## src/rtl/video_regs_pkg.sv

```systemverilog
// Shared register map, bit positions and defaults for the video control/status block.
package video_regs_pkg;
  localparam int ADDR_W = 19;

  localparam logic [ADDR_W-1:0] ADDR_ID          = 19'h0;
  localparam logic [ADDR_W-1:0] ADDR_CTRL        = 19'h1;
  localparam logic [ADDR_W-1:0] ADDR_COLOUR      = 19'h2;
  localparam logic [ADDR_W-1:0] ADDR_STATUS      = 19'h3;
  localparam logic [ADDR_W-1:0] ADDR_FRAME_COUNT = 19'h4;
  localparam logic [ADDR_W-1:0] ADDR_SCRATCH     = 19'h5;

  localparam int CTRL_EN      = 0;
  localparam int CTRL_CNT_EN  = 1;
  localparam int STAT_HPD_LVL = 0;
  localparam int STAT_HPD_CHG = 1;
  localparam int STAT_VSYNC   = 2;

  localparam logic [31:0] ID_DEFAULT     = 32'h4C41_4250;
  localparam logic [23:0] COLOUR_DEFAULT = 24'h00FF00;

  typedef struct packed {
    logic [ADDR_W-1:0] addr;
    logic              rd;
    logic              wr;
    logic [31:0]       wdata;
  } avs_req_t;
endpackage

```

## src/rtl/sync_edge.sv

```systemverilog
// Two-flop synchroniser with a registered previous value and an any-edge pulse.
module sync_edge (
  input  logic clk,
  input  logic rst_n,
  input  logic d,
  output logic q,
  output logic q_prev,
  output logic edge_pulse
);
  logic meta;

  always_ff @(posedge clk or negedge rst_n) begin
    if (!rst_n) begin
      meta   <= 1'b0;
      q      <= 1'b0;
      q_prev <= 1'b0;
    end else begin
      meta   <= d;
      q      <= meta;
      q_prev <= q;
    end
  end

  assign edge_pulse = q ^ q_prev;
endmodule

```

## src/rtl/video_ctrl_regs.sv

```systemverilog
// Avalon-MM control/status registers for the video pipeline, single pix_clk domain.
module video_ctrl_regs
  import video_regs_pkg::*;
#(
  parameter logic [31:0] ID_VALUE     = ID_DEFAULT,
  parameter logic [23:0] COLOUR_RESET = COLOUR_DEFAULT
) (
  input  logic              pix_clk,
  input  logic              reset_n,
  input  logic [ADDR_W-1:0] avs_address,
  input  logic              avs_read,
  input  logic              avs_write,
  input  logic [31:0]       avs_writedata,
  output logic [31:0]       avs_readdata,
  output logic              avs_readdatavalid,
  input  logic              hpd,
  input  logic              vsync,
  output logic              video_enable,
  output logic [23:0]       fg_colour
);
  avs_req_t    req;
  logic [1:0]  ctrl;
  logic [23:0] colour;
  logic        hpd_changed;
  logic [31:0] frame_count;
  logic [31:0] scratch;
  logic        vsync_q;
  logic        hpd_level, hpd_prev, hpd_edge;
  logic        vsync_rise;
  logic [31:0] rd_mux;
  logic        unused_hpd_prev;

  assign req = '{addr: avs_address, rd: avs_read, wr: avs_write, wdata: avs_writedata};

  sync_edge u_hpd_sync (
    .clk       (pix_clk),
    .rst_n     (reset_n),
    .d         (hpd),
    .q         (hpd_level),
    .q_prev    (hpd_prev),
    .edge_pulse(hpd_edge)
  );
  assign unused_hpd_prev = hpd_prev;

  // vsync is already in pix_clk, so one flop is enough for rise detection
  assign vsync_rise = vsync & ~vsync_q;

  always_comb begin
    rd_mux = '0;
    case (req.addr)
      ADDR_ID:          rd_mux = ID_VALUE;
      ADDR_CTRL:        rd_mux = {30'b0, ctrl};
      ADDR_COLOUR:      rd_mux = {8'b0, colour};
      ADDR_STATUS: begin
        rd_mux[STAT_HPD_LVL] = hpd_level;
        rd_mux[STAT_HPD_CHG] = hpd_changed;
        rd_mux[STAT_VSYNC]   = vsync;
      end
      ADDR_FRAME_COUNT: rd_mux = frame_count;
      ADDR_SCRATCH:     rd_mux = scratch;
      default:          rd_mux = '0;
    endcase
  end

  always_ff @(posedge pix_clk or negedge reset_n) begin
    if (!reset_n) begin
      ctrl        <= '0;
      colour      <= COLOUR_RESET;
      hpd_changed <= 1'b0;
      frame_count <= '0;
      scratch     <= '0;
      vsync_q     <= 1'b0;
    end else begin
      vsync_q <= vsync;
      if (req.wr && req.addr == ADDR_CTRL)    ctrl    <= req.wdata[1:0];
      if (req.wr && req.addr == ADDR_COLOUR)  colour  <= req.wdata[23:0];
      if (req.wr && req.addr == ADDR_SCRATCH) scratch <= req.wdata;
      // a new edge outranks a coincident W1C
      if (hpd_edge)
        hpd_changed <= 1'b1;
      else if (req.wr && req.addr == ADDR_STATUS && req.wdata[STAT_HPD_CHG])
        hpd_changed <= 1'b0;
      if (req.wr && req.addr == ADDR_FRAME_COUNT)
        frame_count <= '0;
      else if (vsync_rise && ctrl[CTRL_CNT_EN])
        frame_count <= frame_count + 32'd1;
    end
  end

  // read data sampled from pre-write state, so a same-cycle write is not visible
  always_ff @(posedge pix_clk or negedge reset_n) begin
    if (!reset_n) begin
      avs_readdata      <= '0;
      avs_readdatavalid <= 1'b0;
    end else begin
      avs_readdatavalid <= req.rd;
      if (req.rd) avs_readdata <= rd_mux;
    end
  end

  assign video_enable = ctrl[CTRL_EN];
  assign fg_colour    = colour;
endmodule

```

## config.mk

```make
export PLATFORM = sky130hd
export DESIGN_NAME = video_ctrl_regs
export DESIGN_NICKNAME = d
export VERILOG_FILES = /design/src/rtl/video_regs_pkg.sv /design/src/rtl/sync_edge.sv /design/src/rtl/video_ctrl_regs.sv
export SDC_FILE = /design/constraint.sdc
export NUM_CORES = 1
export LEC_CHECK = 0
export BUFFER_PORTS_ARGS = -buffer_cell sky130_fd_sc_hd__buf_2
export CAP_MARGIN = 20
export CORE_ASPECT_RATIO = 0.8
export CORE_MARGIN = 5
export CORE_UTILIZATION = 23
export CTS_CLUSTER_DIAMETER = 60
export DETAILED_ROUTE_END_ITERATION = 12
export GPL_ROUTABILITY_DRIVEN = 0
export GPL_TIMING_DRIVEN = 0
export PLACE_DENSITY_LB_ADDON = 0.1
export SYNTH_ARGS = -nofsm -noshare
export SYNTH_HDL_FRONTEND = slang
export SYNTH_SLANG_ARGS = --single-unit
export TNS_END_PERCENT = 1
```

## constraint.sdc

```tcl
create_clock -name pix_clk -period 2.57 [get_ports pix_clk]
set_input_delay 0.1285 -clock pix_clk [delete_from_list [all_inputs] [get_ports pix_clk]]
set_output_delay 0.1285 -clock pix_clk [all_outputs]
set_load 0.03 [all_outputs]
```

==> results of run 1 <==
-- layout by cell type, fill, tap and decap left out, drive strengths merged, types with 9 or more instances in the layout --
master,Yosys,layout
buf,11,124
dfrtp,120,120
mux2,61,61
clkbuf,24,44
dlygate4sd3,0,36
mux2i,31,31
nor3,23,23
a21oi,22,22
nand3,19,19
nand2,17,17
o21ai,17,17
nor2,16,16
a221o,15,15
nor2b,14,14
inv,12,14
o31ai,11,11
or4,11,11
nand4,10,10
xor2,9,9
-- final timing paths --
check                                               end  slack (ns)
min reg2reg                      u_hpd_sync.q$_DFF_PN0_        0.35
max                        avs_readdata[20]$_DFFE_PN0P_        0.27
max reg2reg                 frame_count[30]$_DFFE_PN0P_        0.33
min in group asynchronous   avs_readdata[7]$_DFFE_PN0P_        0.21
max in group asynchronous      fg_colour[2]$_DFFE_PN0P_        1.53
min                             hpd_changed$_DFFE_PN0P_        0.11
-- stage by stage --
step	hold slack, ns	worst slack (ns)	cell area (um^2)	util (%)
final	0.1089	0.2702	8149	30.95
after global routing	0.1395	0.1400	8149	30.95
after CTS	0.09209	0.1781	8142	30.93
after detailed placement	0.07779	0.1058	7191	27.31
after global placement	0.2368	-0.5125	7157	27.19
after floorplan	-0.1671	0.7676	6150	-
-- power groups by stage --
stage | Combinational, W | Sequential, W | Clock (W)
after floorplan | 0.0000645 | 0.00207 | 0
after global placement | 0.000194 | 0.00206 | 0
after detailed placement | 0.000202 | 0.00206 | 0
after CTS | 0.000246 | 0.00203 | 0.00251
after global routing | 0.000268 | 0.00202 | 0.00259
final | 0.000242 | 0.00203 | 0.00244
-- worst max-delay path, cell delays in order --
cell and delay, ns:
dlygate4sd3_1 0.52, buf_2 0.15, clkinv_1 0.36, a211oi_4 0.57
and3b_1 0.23, buf_2 0.21, buf_2 0.29, a221o_1 0.20
-- final cells by class --
cell class / instances / area (um^2) / share of cell area, %
flip-flops and latches: 128 / 3213 / 39.43
multi-input cells: 347 / 2729 / 33.49
repair buffers: 149 / 954.7 / 11.72
clock buffers: 20 / 456.7 / 5.604
well taps: 357 / 446.7 / 5.481
plain buffers: 35 / 166.4 / 2.042
clock inverters: 12 / 133.9 / 1.643
inverters: 13 / 48.80 / 0.5988
-- per-layer routing --
| layer | vias up | global-route usage, % | wire (um) |
|---|---|---|---|
| met4 | 0 | 3.327 | 196 |
| li1 | 2306 | - | - |
| met3 | 16 | 2.765 | 901 |
| met1 | 2396 | 18.94 | 9733 |
| met5 | - | 0 | 0 |
| met2 | 113 | 19.15 | 8392 |
-- repair_timing --
action                                 CTS  global route
setup buffers                            0             0
setup endpoints to repair                0             1
hold buffers                            36             0
gates resized for setup                  0             1
endpoints found under the hold margin  100             0
-- registers in the layout, indices dropped and copies added, names as in the netlist --
register	flops
avs_readdata	32
frame_count	32
scratch	32
fg_colour	24
ctrl	2
avs_readdatavalid	1
hpd_changed	1
u_hpd_sync.meta	1
u_hpd_sync.q	1
u_hpd_sync.q_prev	1
vsync_q	1
-- logic make-up (layout without fill, tap and decap cells) --
kind of cell,Yosys count,in the layout,synth area share (%)
simple gates,151,151,15.32
flops,128,128,52.25
mux,92,92,16.22
compound gates,91,91,10.80
buf+inv,48,229,3.499
xor+xnor,12,12,1.709
fa+ha+maj,1,1,0.2034
==> reports/metrics.cfg, run 1 <==
[outcome]
status=completed

[detailed_routing]
num_vias=4831
dr.first_iter.drc_count=233
drc=0
dr.pass1.iters=4
routed_wl_um=19220
antenna_left=0
routedWlPerCell_um=18.12
vias_per_cell=4.553

[global_routing]
antenna_found_initial=0
grt_first_pass_wirelength_um=29470
grt_max_degree=90
grt.total_usage_pct=12.86
first_global_vias=4979
overflow=0

[synthesis]
avgSynthCellArea_um2=11.76
ys.flop_type=dfrtp_1
netlist_area_um2=6150
ys_warn_count=0
yosys-top-cells-area=dfrtp_1 (49%), mux2_2 (11%), mux2i_1 (5.0%)
netlist.top_cell.by_area=dfrtp_1
ys_ff_latch=128
netlist_instances=523
syn_nets=581
synth_seq_area_share_pct=52.25
synth_commonest_cells=dfrtp_1 (120), mux2_2 (59), mux2i_1 (31)
yosys.area.top_type_share_pct=48.83
yosysMostFrequentCell=dfrtp_1
synth_edf_count=0
synthDistinctLibCells=56
synthArstFlopShare_pct=100.0

[power]
seqPwrFrac_pct=43.0
internal-power_w=0.003608
p_leak_nw=3.761
p_sw_share_pct=23.38
power_w=0.004709
power.switching_w=0.001101
clkPwrFrac_pct=51.8
power_frac_comb_pct=5.1
ir_drop_uv=418.8
power_density_nw_per_um2=577.8

[worst_setup_path]
worstSetupStartpointType=input port
cp.arrival_ns=2.66
r2r-start=frame_count[0]$_DFFE_PN0P_
critical_path.startpoint=avs_read
critPathRequiredTime_ns=2.93
crit_fanout=10
crit_type=input port to flop
worstSetupEndpointType=flop
ff2ff_path_depth=7

[sta]
period_minus_slack_ns=2.300
maxSlewHeadroom_pct=46.17
rsz0062_at_grt=false
drv_slew=0
period_share_pct=89.49
fin_setup_tns_ns=0
setup_viol=0
finClkSkew_ns=0.008063
hold_viol=0
fmax_mhz=434.8
worstMarginPinSlew_ns=0.8075

[cells_and_area]
antennaDiodeCount=0
fill_cells=2746
syn_to_final_growth_pct=32.51
final_cell_count_no_fill=1061
layout-drive-gt1-share_pct=33.24
nets=749

[die]
num_rows=53
die_area_um2=30130
die_w_um=192.8
boundaryPins=115
coreArea_um2=26330
dieHeight_um=156.3
initial_core_util_pct=23.36

[placed_design]
hpwl_um=14100
place.port_buffers=112
dp.cells=993

[worst_hold_path]
min_from=avs_write
hold_depth=4
min_path_type=input port to flop

[clock_tree]
cts_tree=done
h-tree-depth=4
cts.sinks=128
clk_latency_ns=0.42
clkTransAtPathRegs_ns=0.06
cts-root-buf=clkbuf_16
cts_made_buffers=17
cts_buffer_depth=2

[job]
max-cap-violations=0

Power figures use the tool's default switching activity.
==> run 2, diff against run 1 <==
--- a/config.mk
+++ b/config.mk
@@ -6,10 +6,11 @@
 export NUM_CORES = 1
 export LEC_CHECK = 0
 export BUFFER_PORTS_ARGS = -buffer_cell sky130_fd_sc_hd__buf_2
-export CAP_MARGIN = 20
+export CAP_MARGIN = 15
 export CORE_ASPECT_RATIO = 0.8
 export CORE_MARGIN = 5
 export CORE_UTILIZATION = 23
+export CTS_BUF_LIST = sky130_fd_sc_hd__clkbuf_4
 export CTS_CLUSTER_DIAMETER = 60
 export DETAILED_ROUTE_END_ITERATION = 12
 export GPL_ROUTABILITY_DRIVEN = 0
==> run 2 against run 1 <==
Sequential share of layout area is 1.5 points higher. Die area stayed put. Final cell count rose by 0.19%. Sequential power about the same. Critical path type unchanged. Largest cell class unchanged.
==> reports/metrics.cfg, run 2 (same netlist as run 1, synthesis figures left out) <==
[detailed_routing]
vias_per_cell=4.534
dr.pass1.iters=5
dr.first_iter.drc_count=200
routedWlPerCell_um=18.03
antenna_left=0
num_vias=4820
drc=0
routed_wl_um=19170

[cells_and_area]
nets=751
layout-drive-gt1-share_pct=33.00
syn_to_final_growth_pct=27.61
antennaDiodeCount=0
final_common_cell=dfrtp_1
fill_cells=2777
seq_area_um2=3213
mostFrequentLayoutCells=dfrtp_1 (120), buf_2 (115), mux2_2 (59)
largestRegisters=avs_readdata x32, frame_count x32, scratch x32
multi_input_area_um2=2721

[die]
die_w_um=192.8
dieHeight_um=156.3
die_area_um2=30130
boundaryPins=115
initial_core_util_pct=23.36
coreArea_um2=26330
num_rows=53

[worst_hold_path]
min_path_type=input port to flop
min_from=avs_address[16]

[worst_setup_path]
crit_type=input port to flop
critical_path.startpoint=avs_address[18]
r2r-start=frame_count[0]$_DFFE_PN0P_
worstSetupStartpointType=input port
worstSetupEndpointType=flop
crit_path_cell_trace=dlygate4sd3_1, buf_2, nor4_4, nand4b_2, clkbuf_1, nor3_1, a221o_1
crit_fanout=10
critPathMaxStageDelay_ns=0.54
cp.arrival_ns=2.79
crit_slowest_cell=nor4_4
critPathRequiredTime_ns=3.05

[clock_tree]
ctsHoldBuffers=38
cts_tree=done
cts-resized-gates=0
clkTransAtPathRegs_ns=0.14
cts.sinks=128
cts-root-buf=clkbuf_4
clk_latency_ns=0.52
h-tree-depth=4
post_cts_buffers=0
cts_made_buffers=17
cts_buffer_depth=2

[sta]
maxSlewHeadroom_pct=46.15
finClkSkew_ns=0.02178
drv_slew=0
hold_viol=0
rsz0062_at_grt=false
fin_setup_tns_ns=0
period_minus_slack_ns=2.313
period_share_pct=90.00
fin_ws_ns=0.2570
fin_hold_ws_ns=0.07474
worstMarginPinSlew_ns=0.8078
fmax_mhz=432.3
setup_viol=0

[global_routing]
grt_first_pass_wirelength_um=29410
antenna_found_initial=0
first_global_vias=4972
grt.total_usage_pct=12.78
overflow=0
grt_max_degree=90

[power]
power_density_nw_per_um2=468.2
power_w=0.003674
ir_drop_uv=254.0
p_leak_nw=3.629

[placed_design]
dpl_worst_slack_ns=0.1058
hpwl_um=14100
place.port_buffers=112

[job]
max-cap-violations=0

[outcome]
status=completed

-- run 2: cell type report --
cell class,count,area share [%]
buffer,35,2.121
tap,357,5.692
multi-input combinational,347,34.68
clock inverter,14,1.802
inverter,13,0.6218
clock buffer,18,1.722
timing repair buffer,151,12.42
sequential,128,40.94
-- run 2: final timing paths --
check	to	slack [ns]	cells past startpoint
setup / recovery	avs_readdata[15]$_DFFE_PN0P_	0.26	7
hold / removal	hpd_changed$_DFFE_PN0P_	0.07	5
setup reg to reg	frame_count[24]$_DFFE_PN0P_	0.34	7
hold reg to reg	u_hpd_sync.q$_DFF_PN0_	0.36	0
max in group asynchronous	avs_readdata[29]$_DFFE_PN0P_	1.67	3
min in group asynchronous	avs_readdata[11]$_DFFE_PN0P_	0.09	2
-- run 2: metrics by stage --
step           utilization, %  instances  cell area [um^2]
6_report                29.81       1063              7848
5_1_grt                 29.81       1063              7848
4_1_cts                 29.81       1063              7848
3_5_place_dp            27.31        993              7191
3_3_place_gp            27.19        992              7157
2_1_floorplan               -        523              6150
-- run 2: metal layers --
layer / part of all wire, % / GRT usage (%) / wire length (um) / vias to the layer above
met5: 0 / 0 / 0 / -
met4: 0.43 / 2.105 / 83 / 0
met3: 4.4 / 3.234 / 837 / 4
met2: 44 / 19.27 / 8510 / 98
met1: 51 / 18.83 / 9734 / 2412
li1: - / - / - / 2306
-- run 2: critical path, delay by kind of cell --
kind | cells | cell delay, ns
buffers and inverters | 3 | 1.10
AOI/OAI and AO/OA | 1 | 0.15
and+or+nand+nor | 3 | 1.40
-- run 2: power by group --
group / switching [W] / leakage, nW / internal, W
Clock: 0.000826 / 0.136 / 0.000584
Sequential: 0.00000286 / 1.74 / 0.00202
Combinational: 0.000137 / 1.75 / 0.000104
Total: 0.000966 / 3.63 / 0.00271
